$ cat src/rtl/amba_axi4_lite_write_arbiter.sv
// Two-manager to one-subordinate AXI4-Lite write-path arbiter with a single outstanding write.
// Optional round-robin arbitration is enabled by defining AXI4_ARB_ROUND_ROBIN_EN; otherwise M0 has fixed priority.
module amba_axi4_lite_write_arbiter #(
   parameter int ADDRESS_WIDTH = 32,
   parameter int DATA_WIDTH    = 64
) (
   input  logic                       ACLK,
   input  logic                       ARESETn,
   // Manager 0
   input  logic                       M0_AWVALID,
   output logic                       M0_AWREADY,
   input  logic [ADDRESS_WIDTH-1:0]   M0_AWADDR,
   input  logic [2:0]                 M0_AWPROT,
   input  logic                       M0_WVALID,
   output logic                       M0_WREADY,
   input  logic [DATA_WIDTH-1:0]      M0_WDATA,
   input  logic [DATA_WIDTH/8-1:0]    M0_WSTRB,
   output logic                       M0_BVALID,
   input  logic                       M0_BREADY,
   output logic [1:0]                 M0_BRESP,
   // Manager 1
   input  logic                       M1_AWVALID,
   output logic                       M1_AWREADY,
   input  logic [ADDRESS_WIDTH-1:0]   M1_AWADDR,
   input  logic [2:0]                 M1_AWPROT,
   input  logic                       M1_WVALID,
   output logic                       M1_WREADY,
   input  logic [DATA_WIDTH-1:0]      M1_WDATA,
   input  logic [DATA_WIDTH/8-1:0]    M1_WSTRB,
   output logic                       M1_BVALID,
   input  logic                       M1_BREADY,
   output logic [1:0]                 M1_BRESP,
   // Subordinate
   output logic                       S_AWVALID,
   output logic [ADDRESS_WIDTH-1:0]   S_AWADDR,
   output logic [2:0]                 S_AWPROT,
   input  logic                       S_AWREADY,
   output logic                       S_WVALID,
   output logic [DATA_WIDTH-1:0]      S_WDATA,
   output logic [DATA_WIDTH/8-1:0]    S_WSTRB,
   input  logic                       S_WREADY,
   input  logic                       S_BVALID,
   input  logic [1:0]                 S_BRESP,
   output logic                       S_BREADY,
   output logic [1:0]                 GRANT
);

   localparam int STRB_WIDTH = DATA_WIDTH/8;

   typedef enum logic [1:0] {
      ST_IDLE = 2'b00,
      ST_XFER = 2'b01,
      ST_RESP = 2'b10
   } state_t;

   state_t                   r_state;
   logic [1:0]               r_grant;
   logic                     r_aw_done;
   logic                     r_w_done;
   logic                     r_last_grant;   // 1'b1 = M1 was the last winner

   logic                     w_xfer;
   logic                     w_resp;
   logic [1:0]               w_req;
   logic                     w_prefer_m1;
   logic                     w_aw_hs;
   logic                     w_w_hs;
   logic                     w_b_hs;
   logic                     w_sel_awvalid;
   logic [ADDRESS_WIDTH-1:0] w_sel_awaddr;
   logic [2:0]               w_sel_awprot;
   logic                     w_sel_wvalid;
   logic [DATA_WIDTH-1:0]    w_sel_wdata;
   logic [STRB_WIDTH-1:0]    w_sel_wstrb;
   logic                     w_sel_bready;

   // One-hot winner from the AW requests; a contest goes to M1 only when preferred.
   function automatic logic [1:0] f_pick(input logic [1:0] req, input logic prefer_m1);
      logic [1:0] win;
      case (req)
         2'b01:   win = 2'b01;
         2'b10:   win = 2'b10;
         2'b11:   win = prefer_m1 ? 2'b10 : 2'b01;
         default: win = 2'b00;
      endcase
      return win;
   endfunction

`ifdef AXI4_ARB_ROUND_ROBIN_EN
   assign w_prefer_m1 = ~r_last_grant;
`else
   // last_grant is still tracked, but fixed priority never prefers M1
   assign w_prefer_m1 = r_last_grant & 1'b0;
`endif

   assign w_xfer = (r_state == ST_XFER);
   assign w_resp = (r_state == ST_RESP);
   assign w_req  = {M1_AWVALID, M0_AWVALID};

   // Select the granted manager's request-side signals.
   always_comb begin
      w_sel_awvalid = 1'b0;
      w_sel_awaddr  = {ADDRESS_WIDTH{1'b0}};
      w_sel_awprot  = 3'b000;
      w_sel_wvalid  = 1'b0;
      w_sel_wdata   = {DATA_WIDTH{1'b0}};
      w_sel_wstrb   = {STRB_WIDTH{1'b0}};
      w_sel_bready  = 1'b0;
      if (r_grant[1]) begin
         w_sel_awvalid = M1_AWVALID;
         w_sel_awaddr  = M1_AWADDR;
         w_sel_awprot  = M1_AWPROT;
         w_sel_wvalid  = M1_WVALID;
         w_sel_wdata   = M1_WDATA;
         w_sel_wstrb   = M1_WSTRB;
         w_sel_bready  = M1_BREADY;
      end else if (r_grant[0]) begin
         w_sel_awvalid = M0_AWVALID;
         w_sel_awaddr  = M0_AWADDR;
         w_sel_awprot  = M0_AWPROT;
         w_sel_wvalid  = M0_WVALID;
         w_sel_wdata   = M0_WDATA;
         w_sel_wstrb   = M0_WSTRB;
         w_sel_bready  = M0_BREADY;
      end else begin
         w_sel_awvalid = 1'b0;
         w_sel_bready  = 1'b0;
      end
   end

   // Payload is zero outside XFER so an idle bus never shows stale data
   assign S_AWVALID = w_xfer & ~r_aw_done & w_sel_awvalid;
   assign S_AWADDR  = w_xfer ? w_sel_awaddr : {ADDRESS_WIDTH{1'b0}};
   assign S_AWPROT  = w_xfer ? w_sel_awprot : 3'b000;
   assign S_WVALID  = w_xfer & ~r_w_done & w_sel_wvalid;
   assign S_WDATA   = w_xfer ? w_sel_wdata : {DATA_WIDTH{1'b0}};
   assign S_WSTRB   = w_xfer ? w_sel_wstrb : {STRB_WIDTH{1'b0}};
   assign S_BREADY  = w_resp & w_sel_bready;

   assign M0_AWREADY = w_xfer & r_grant[0] & ~r_aw_done & S_AWREADY;
   assign M1_AWREADY = w_xfer & r_grant[1] & ~r_aw_done & S_AWREADY;
   assign M0_WREADY  = w_xfer & r_grant[0] & ~r_w_done & S_WREADY;
   assign M1_WREADY  = w_xfer & r_grant[1] & ~r_w_done & S_WREADY;
   assign M0_BVALID  = w_resp & r_grant[0] & S_BVALID;
   assign M1_BVALID  = w_resp & r_grant[1] & S_BVALID;
   assign M0_BRESP   = (w_resp & r_grant[0]) ? S_BRESP : 2'b00;
   assign M1_BRESP   = (w_resp & r_grant[1]) ? S_BRESP : 2'b00;

   assign w_aw_hs = S_AWVALID & S_AWREADY;
   assign w_w_hs  = S_WVALID & S_WREADY;
   assign w_b_hs  = S_BVALID & S_BREADY;
   assign GRANT   = r_grant;

   // Arbitration FSM with grant, handshake-done flags and last winner.
   always_ff @(posedge ACLK or negedge ARESETn) begin
      if (!ARESETn) begin
         r_state      <= ST_IDLE;
         r_grant      <= 2'b00;
         r_aw_done    <= 1'b0;
         r_w_done     <= 1'b0;
         r_last_grant <= 1'b1;
      end else begin
         case (r_state)
            ST_IDLE: begin
               if (|w_req) begin
                  r_grant   <= f_pick(w_req, w_prefer_m1);
                  r_aw_done <= 1'b0;
                  r_w_done  <= 1'b0;
                  r_state   <= ST_XFER;
               end else begin
                  r_grant   <= 2'b00;
               end
            end
            ST_XFER: begin
               r_aw_done <= r_aw_done | w_aw_hs;
               r_w_done  <= r_w_done | w_w_hs;
               if ((r_aw_done | w_aw_hs) && (r_w_done | w_w_hs)) begin
                  r_state <= ST_RESP;
               end else begin
                  r_state <= ST_XFER;
               end
            end
            ST_RESP: begin
               if (w_b_hs) begin
                  r_state      <= ST_IDLE;
                  r_grant      <= 2'b00;
                  r_last_grant <= r_grant[1];
               end else begin
                  r_state      <= ST_RESP;
               end
            end
            default: begin
               r_state <= ST_IDLE;
               r_grant <= 2'b00;
            end
         endcase
      end
   end

endmodule

$ cat config.mk
export PLATFORM = sky130hd
export DESIGN_NAME = amba_axi4_lite_write_arbiter
export DESIGN_NICKNAME = d
export VERILOG_FILES = /design/src/rtl/amba_axi4_lite_write_arbiter.sv
export SDC_FILE = /design/constraint.sdc
export NUM_CORES = 1
export LEC_CHECK = 0
export CAP_MARGIN = 20
export CORE_AREA = 2 2 134 136
export DETAILED_ROUTE_END_ITERATION = 10
export DIE_AREA = 0 0 136 138
export PLACE_DENSITY = 0.44
export SLEW_MARGIN = 0
export SYNTH_ARGS = -nofsm -noshare
export SYNTH_HDL_FRONTEND = slang
export SYNTH_SLANG_ARGS = --single-unit
$ cat constraint.sdc
create_clock -name ACLK -period 3.1 [get_ports ACLK]
set_input_delay 0.31 -clock ACLK [delete_from_list [all_inputs] [get_ports ACLK]]
set_output_delay 0.31 -clock ACLK [all_outputs]
set_load 0.1 [all_outputs]
==> results of run 1 <==
-- final timing paths --
kind	endpoint	slack (ns)	cells after the start
worst max-delay path	S_AWADDR[18]	0.41	5
worst min-delay path	r_state[0]$_DFFE_PN0P_	0.34	1
worst max register to register	GRANT[0]$_DFFE_PN0P_	1.59	4
worst min register to register	r_w_done$_DFFE_PN0P_	0.58	2
max in group asynchronous	GRANT[0]$_DFFE_PN0P_	2.52	1
min in group ACLK	r_w_done$_DFFE_PN0P_	0.58	2
-- state kept, by name, summed over array words and instances, names as in the netlist --
| name | cells |
|---|---|
| GRANT | 2 |
| r_state | 2 |
| r_aw_done | 1 |
| r_w_done | 1 |
-- cells in the mapped netlist, types with 2 or more instances --
cell type	n
a22o_1	107
buf_2	15
nand2_1	7
and3_1	6
dfrtp_1	6
buf_4	5
buf_6	5
nor2_1	5
o21ai_0	5
nand3b_1	4
a21oi_1	3
nand2b_1	3
nand3_1	3
a2111oi_0	2
and2_1	2
inv_1	2
o22ai_1	2
-- worst register-to-register path, stage by stage (launching register included) --
cell     delay, ns
dfrtp_1       0.61
inv_1         0.18
nor2_1        0.38
nand2_1       0.10
o22ai_1       0.16
-- cell type report --
| type | instances | area [µm²] |
|---|---|---|
| Clock buffer | 3 | 75.1 |
| Sequential cell | 6 | 150 |
| Multi-Input combinational cell | 159 | 1280 |
| Tap cell | 229 | 287 |
| Timing Repair Buffer | 353 | 4390 |
| Fill cell | 1764 | 11300 |
| Inverter | 2 | 7.51 |
-- layer usage --
| metal | part of all wire | vias up | track usage |
|---|---|---|---|
| met3 | 0.097 | 7 | 0.0370 |
| met1 | 0.36 | 1474 | 0.153 |
| met2 | 0.54 | 179 | 0.284 |
| met4 | 0.0057 | 0 | 0.0186 |
| met5 | 0 | - | 0 |
| li1 | - | 1468 | - |
-- cell families (layout without fill, tap and decap cells) --
logic type             Yosys count  after routing  synth area share
AOI/OAI and AO/OA              121            121             0.647
buffers and inverters           29            358             0.116
DFF                              6              6            0.0948
muxes                            1              1           0.00632
and+or+nand+nor                 37             37             0.136
-- through the flow --
step / instances / setup slack, ns
final: 752 / 0.411
after global routing: 752 / 0.298
after CTS: 752 / 0.414
after detailed placement: 749 / 0.659
after global placement: 749 / 0.711
after floorplan: 194 / -0.544
==> qor.csv, run 1 <==
metric;value;unit
grt_usage;0.144;
r2r-start;r_state[1]$_DFFE_PN0P_;
placed_area;6120;µm²
start_kind;flip-flop;
setup_viol;0;
cpMaxStageDelayCell;dfrtp_1;
ys_dominant_reg_cell;dfrtp_1;
drc;0;
grt_max_degree;52;
hold_path.class;input pin to asynchronous set/reset pin;
final_nets;752;
cts_resized;0;
path_cells;nor2b_4 > and2_4 > buf_12 > a22o_1 > buf_12;
status;finished clean;
yosysTopAreaCell;a22o_1;
avgRoutedWirePerCell;19.5;µm
place_congestion;0.865;
drt_iter0_drc;96;
end_kind;output pin;
fin_crit;2.69;ns
yosys_warnings;0;
ant_nets;0;
final_cell_mix;clkdlybuf4s50_1, a22o_1, buf_12;
avgViaCountPerCell;4.16;
cts.clk_slew.worst_paths;0.03;ns
drt-pass1-iter-count;4;
cap_viol_max_count;0;
async_reset_ff_frac;1.00;
dieWidth;136;µm
antenna_cells;0;
ys_ff_latch;6;
cts_hold_repair.buffers;0;
finalHoldViolCount;0;
avgSynthCellArea;8.17;µm²
cpMostUsedCell;buf_12;
die_area;18800;µm²
rows;49;
cts_buffer_depth;2;
criticalPathCategory;flip-flop to output pin;
die_h;138;µm
critPathMaxFanout;50;
design_area;6190;µm²
drive_gt1_frac;0.262;
slowest_delay;0.58;ns
coreArea;17500;µm²
worstPathRequired;2.79;ns
finalCritPeriodShare;0.867;
num_vias;3128;
synth.area.top_cells;a22o_1, dfrtp_1, buf_2;
fmax;372;MHz
postSynthCellCount;194;
ys_seq_area_frac;0.0948;
yosysUniqueCellTypes;29;
dpl.hpwl;12500;µm
cts_setup_buffers;0;
fin_util;0.353;
crit_arrival;2.38;ns
cp_top_family;simple AND/OR/NAND/NOR gates;
cts-root-buf;clkbuf_16;
finClkSkew;0.00106;ns
worstMarginPinSlew;0.538;ns
io_buffers;348;
setup_tns;0;ns
wirelength;14700;µm
insertion_delay;0.23;ns
initial_core_util;0.0903;
ioPinCount;349;
grt_setup_unrepaired;no;
final_common_cell;clkdlybuf4s50_1;
cts_tree;yes;
synth_edf_count;0;
grt_pass1_wl;20800;µm
startpoint;r_state[0]$_DFFE_PN0P_;
grt_pass1_vias;3327;
antenna_found_initial;0;
cts.sinks;6;
syn2layout_area_growth;291;%
netlist_area;1580;µm²
overflow;0;
htreeDepth;1;
cts_buffers;3;
syn-num-nets;421;
path_buf_inv;2;
slew_headroom;0.642;
slew_viol_final;0;
synth_top_cell_area_share;0.592;
hold_ws;0.341;ns
Power of run 1 is not shown: default switching activity piles up to over one toggle a cycle in this logic, so the estimate is an artifact.
==> run 2, diff against run 1 <==
--- a/config.mk
+++ b/config.mk
@@ -9,7 +9,7 @@
 export CORE_AREA = 2 2 134 136
 export DETAILED_ROUTE_END_ITERATION = 10
 export DIE_AREA = 0 0 136 138
-export PLACE_DENSITY = 0.44
+export PLACE_DENSITY = 0.57
 export SLEW_MARGIN = 0
 export SYNTH_ARGS = -nofsm -noshare
 export SYNTH_HDL_FRONTEND = slang
==> run 2 against run 1 <==
Via count is 2.2% higher. Flip-flop and latch count unchanged. Worst setup slack got worse by 0.088 ns. Worst hold slack better by 0.0032 ns. First-iteration DRC count is 69% higher. Die area did not move. Register-to-register slack worse by 0.05 ns. Sequential share of layout area rose by 0.18 points. Critical path depth unchanged. Utilization shrank 2.4 points. Critical path type unchanged.
==> qor.csv, run 2 (same netlist as run 1, synthesis figures left out) <==
metric;value;unit;change
status;finished clean;;
syn2layout_area_growth;264;%;
fmax;360;MHz;-3.2%
cpMaxStageDelayCell;dfrtp_1;;
cp_top_family;simple AND/OR/NAND/NOR gates;;
grt_usage;0.135;;-0.00881
r2r-start;GRANT[1]$_DFFE_PN0P_;;
path_buf_inv;2;;unchanged
slew_headroom;0.585;;-0.0569
cts_hold_repair.buffers;0;;unchanged
drt-pass1-iter-count;4;;unchanged
end_kind;output pin;;
initial_core_util;0.0903;;unchanged
cts_tree;yes;;
antenna_cells;0;;unchanged
cts.clk_slew.worst_paths;0.04;ns;about the same
setup_tns;0;ns;unchanged
wirelength;14000;µm;-4.4%
start_kind;flip-flop;;
setup_viol;0;;unchanged
cts_setup_buffers;0;;unchanged
hold_path.class;input pin to asynchronous set/reset pin;;
avgViaCountPerCell;4.26;;+2.4%
cap_viol_max_count;0;;unchanged
final_common_cell;clkdlybuf4s50_1;;
criticalPathCategory;flip-flop to output pin;;
cp_num_cells;5;;unchanged
timing.rr.end;r_state[1]$_DFFE_PN0P_;;
path_cells;nor2b_4 > and2_4 > buf_12 > a22o_1 > buf_12;;
dieWidth;136;µm;unchanged
grt_pass1_wl;19900;µm;-4.3%
critPathMaxFanout;54;;+8.0%
cts-root-buf;clkbuf_16;;
design_area;5770;µm²;-6.9%
slowest_delay;0.59;ns;about the same
cts_resized;0;;unchanged
coreArea;17500;µm²;unchanged
overflow;0;;unchanged
drc;0;;unchanged
cts_buffer_depth;2;;unchanged
cts_buffers;3;;unchanged
fin_crit;2.78;ns;+0.0881 ns
die_area;18800;µm²;unchanged
antenna_found_initial;0;;unchanged
die_h;138;µm;unchanged
final_cell_mix;clkdlybuf4s50_1, a22o_1, buf_4;;
cts.sinks;6;;unchanged
avgRoutedWirePerCell;18.7;µm;-4.1%
final_nets;750;;-0.27%
post-place-ws;0.631;ns;-0.0282 ns
place_congestion;0.930;;+7.5%
worstMarginPinSlew;0.623;ns;+0.0853 ns
slew_viol_final;0;;unchanged
r2r_cells;4;;unchanged
cpMostUsedCell;buf_12;;
rows;49;;unchanged
grt_setup_unrepaired;no;;
finClkSkew;0.00448;ns;+0.00342 ns
ant_nets;0;;unchanged
fin_util;0.329;;-0.0244
fill_cells;1790;;+1.5%
grt_max_degree;55;;+5.8%
finalCritPeriodShare;0.896;;+0.0284
setup_slack;0.323;ns;-0.0881 ns
insertion_delay;0.23;ns;about the same
placed_area;5690;µm²;-7.0%
finalHoldViolCount;0;;unchanged
r2r_setup_slack;1.54;ns;-0.05 ns
grt_pass1_vias;3224;;-3.1%
worstPathRequired;2.79;ns;about the same
io_buffers;348;;unchanged
drt_iter0_drc;162;;+69%
crit_arrival;2.47;ns;+0.09 ns
num_vias;3196;;+2.2%
drive_gt1_frac;0.259;;-0.00283
htreeDepth;1;;unchanged
ioPinCount;349;;unchanged
dpl.hpwl;11400;µm;-8.5%
==> run 2: cell count changes in the layout (fill, tap and decap cells not counted) <==
cell | previous run | this run
buf_12 | 94 | 61
buf_4 | 33 | 64
==> run 2: worst max path at each step <==
stage	startpoint	to	slack [ns]
after CTS	r_state[0]$_DFFE_PN0P_	S_WDATA[40]	0.34
final	r_state[0]$_DFFE_PN0P_	S_WDATA[44]	0.32
after global routing	r_state[0]$_DFFE_PN0P_	S_WDATA[47]	0.22
after floorplan	GRANT[0]$_DFFE_PN0P_	S_WVALID	-0.54
after detailed placement	r_state[0]$_DFFE_PN0P_	S_AWADDR[17]	0.63
after global placement	r_state[0]$_DFFE_PN0P_	S_WDATA[40]	0.72
==> run 2: per-stage QoR <==
stage | instances | hold slack, ns
2_1_floorplan | 194 | 0.0144
3_3_place_gp | 747 | 0.554
3_5_place_dp | 747 | 0.564
4_1_cts | 750 | 0.348
5_1_grt | 750 | 0.365
6_report | 750 | 0.344
==> run 2: cell type report <==
cell class	count	area [µm²]	area share
Clock buffer	3	75.1	0.0130
Inverter	2	7.51	0.00130
Multi-Input combinational cell	159	1280	0.222
Sequential cell	6	150	0.0260
Tap cell	229	287	0.0497
Timing Repair Buffer	351	3960	0.687
==> run 2: metal layers <==
| layer | track usage | routed length [µm] | part of all wire |
|---|---|---|---|
| met3 | 0.0359 | 1590 | 0.11 |
| met2 | 0.230 | 6650 | 0.47 |
| met1 | 0.171 | 5580 | 0.40 |
| met4 | 0.0241 | 179 | 0.013 |
| met5 | 0 | 0 | 0 |
Power of run 2 is left out for the same reason.
==> run 3, diff against run 2 <==
--- a/config.mk
+++ b/config.mk
@@ -9,7 +9,6 @@
 export CORE_AREA = 2 2 134 136
 export DETAILED_ROUTE_END_ITERATION = 10
 export DIE_AREA = 0 0 136 138
-export PLACE_DENSITY = 0.57
 export SLEW_MARGIN = 0
 export SYNTH_ARGS = -nofsm -noshare
 export SYNTH_HDL_FRONTEND = slang
==> run 3 against run 2 <==
Sequential share of layout area is 0.12 points lower. Worst hold slack worse by 0.0029 ns. Critical endpoint is now S_WDATA[3]. First-iteration DRC count is 3.7% lower. Die area stayed put. Flip-flop and latch count stayed put. Critical path depth is 1 higher.
==> qor.csv, run 3 (same netlist as run 1, synthesis figures left out) <==
metric;value;unit;change
cts_setup_buffers;0;;unchanged
dieWidth;136;µm;unchanged
cts_tree;yes;;
avgRoutedWirePerCell;19.8;µm;+5.9%
avgViaCountPerCell;4.21;;-1.3%
multiInputGateArea;1280;µm²;unchanged
start_kind;flip-flop;;
cap_viol_max_count;0;;unchanged
path_cells;nor2b_4 > nand2_2 > nor2_4 > buf_4 > a22o_1 > buf_12;;
hold_path.class;input pin to asynchronous set/reset pin;;
final_common_cell;clkdlybuf4s50_1;;
slew_headroom;0.596;;+0.0115
die_area;18800;µm²;unchanged
cts_buffers;3;;unchanged
drive_gt1_frac;0.261;;+0.00142
path_buf_inv;2;;unchanged
crit_arrival;2.38;ns;-0.09 ns
finalCritPeriodShare;0.868;;-0.0273
r2r_setup_slack;1.56;ns;+0.02 ns
grt_usage;0.143;;+0.00840
coreArea;17500;µm²;unchanged
crit_end;S_WDATA[3];;
grt_pass1_vias;3283;;+1.8%
wirelength;14900;µm;+6.1%
insertion_delay;0.23;ns;about the same
syn2layout_area_growth;282;%;
rows;49;;unchanged
fill_cells;1772;;-1.0%
drt_iter0_drc;156;;-3.7%
ant_nets;0;;unchanged
timing.rr.end;r_state[0]$_DFFE_PN0P_;;
finClkSkew;0.000623;ns;-0.00386 ns
overflow;0;;unchanged
io_buffers;348;;unchanged
critPathMaxFanout;56;;+3.7%
drc;0;;unchanged
startpoint;r_state[0]$_DFFE_PN0P_;;
criticalPathCategory;flip-flop to output pin;;
fmax;371;MHz;+3.1%
setup_viol;0;;unchanged
fin_crit;2.69;ns;-0.0846 ns
r2r-start;GRANT[1]$_DFFE_PN0P_;;
cts-root-buf;clkbuf_16;;
cts_resized;0;;unchanged
status;finished clean;;
final_nets;751;;+0.13%
drt-pass1-iter-count;4;;unchanged
fin_util;0.345;;+0.0161
die_h;138;µm;unchanged
initial_core_util;0.0903;;unchanged
cts.sinks;6;;unchanged
cts_buffer_depth;2;;unchanged
grt_setup_unrepaired;no;;
dpl.hpwl;12300;µm;+7.4%
cts_hold_repair.buffers;0;;unchanged
antenna_found_initial;1;;+1
seq_area;150;µm²;unchanged
place_congestion;0.939;;+0.99%
r2r_cells;4;;unchanged
htreeDepth;1;;unchanged
cts.clk_slew.worst_paths;0.03;ns;about the same
num_vias;3158;;-1.2%
final_cell_mix;clkdlybuf4s50_1, a22o_1, buf_12;;
slowest_delay;0.58;ns;about the same
grt_pass1_wl;20500;µm;+3.1%
cpMaxStageDelayCell;dfrtp_1;;
finalHoldViolCount;0;;unchanged
ioPinCount;349;;unchanged
grt_max_degree;57;;+3.6%
worstPathRequired;2.79;ns;about the same
slew_viol_final;0;;unchanged
antenna_cells;0;;unchanged
cp_num_cells;6;;+1
worstMarginPinSlew;0.606;ns;-0.0172 ns
cp_top_family;buffers and inverters;;
end_kind;output pin;;
==> run 3: worst min path at each step <==
| stage | depth (start not counted) | to | startpoint | slack [ns] |
|---|---|---|---|---|
| after floorplan | 0 | GRANT[0]$_DFFE_PN0P_ | ARESETn | 0.01 |
| after global placement | 2 | r_w_done$_DFFE_PN0P_ | r_w_done$_DFFE_PN0P_ | 0.55 |
| after detailed placement | 2 | r_w_done$_DFFE_PN0P_ | r_w_done$_DFFE_PN0P_ | 0.55 |
| after CTS | 1 | GRANT[0]$_DFFE_PN0P_ | ARESETn | 0.35 |
| after global routing | 1 | r_state[0]$_DFFE_PN0P_ | ARESETn | 0.35 |
| final | 1 | GRANT[0]$_DFFE_PN0P_ | ARESETn | 0.34 |
==> run 3: per-layer routing <==
metal | GRT usage | up-vias | share of wire
li1 | - | 1466 | -
met1 | 0.171 | 1484 | 0.39
met2 | 0.255 | 190 | 0.50
met3 | 0.0374 | 16 | 0.099
met4 | 0.0291 | 2 | 0.015
met5 | 0 | - | 0.0013
==> run 3: through the flow <==
| stage | TNS, ns | instance area, µm² | instances | setup WS [ns] | hold WS (ns) |
|---|---|---|---|---|---|
| after floorplan | -0.544 | 1610 | 194 | -0.544 | 0.0144 |
| after global placement | 0 | 5970 | 748 | 0.768 | 0.549 |
| after detailed placement | 0 | 5970 | 748 | 0.684 | 0.553 |
| after CTS | 0 | 6050 | 751 | 0.422 | 0.349 |
| after global routing | 0 | 6050 | 751 | 0.260 | 0.353 |
| final | 0 | 6050 | 751 | 0.408 | 0.341 |
==> run 3: layout make-up <==
class,instances,share of cell area
Tap cell,229,0.0474
Multi-Input combinational cell,159,0.212
Timing Repair Buffer,352,0.702
Clock buffer,3,0.0124
Sequential cell,6,0.0248
Inverter,2,0.00124
Power of run 3 is left out for the same reason.
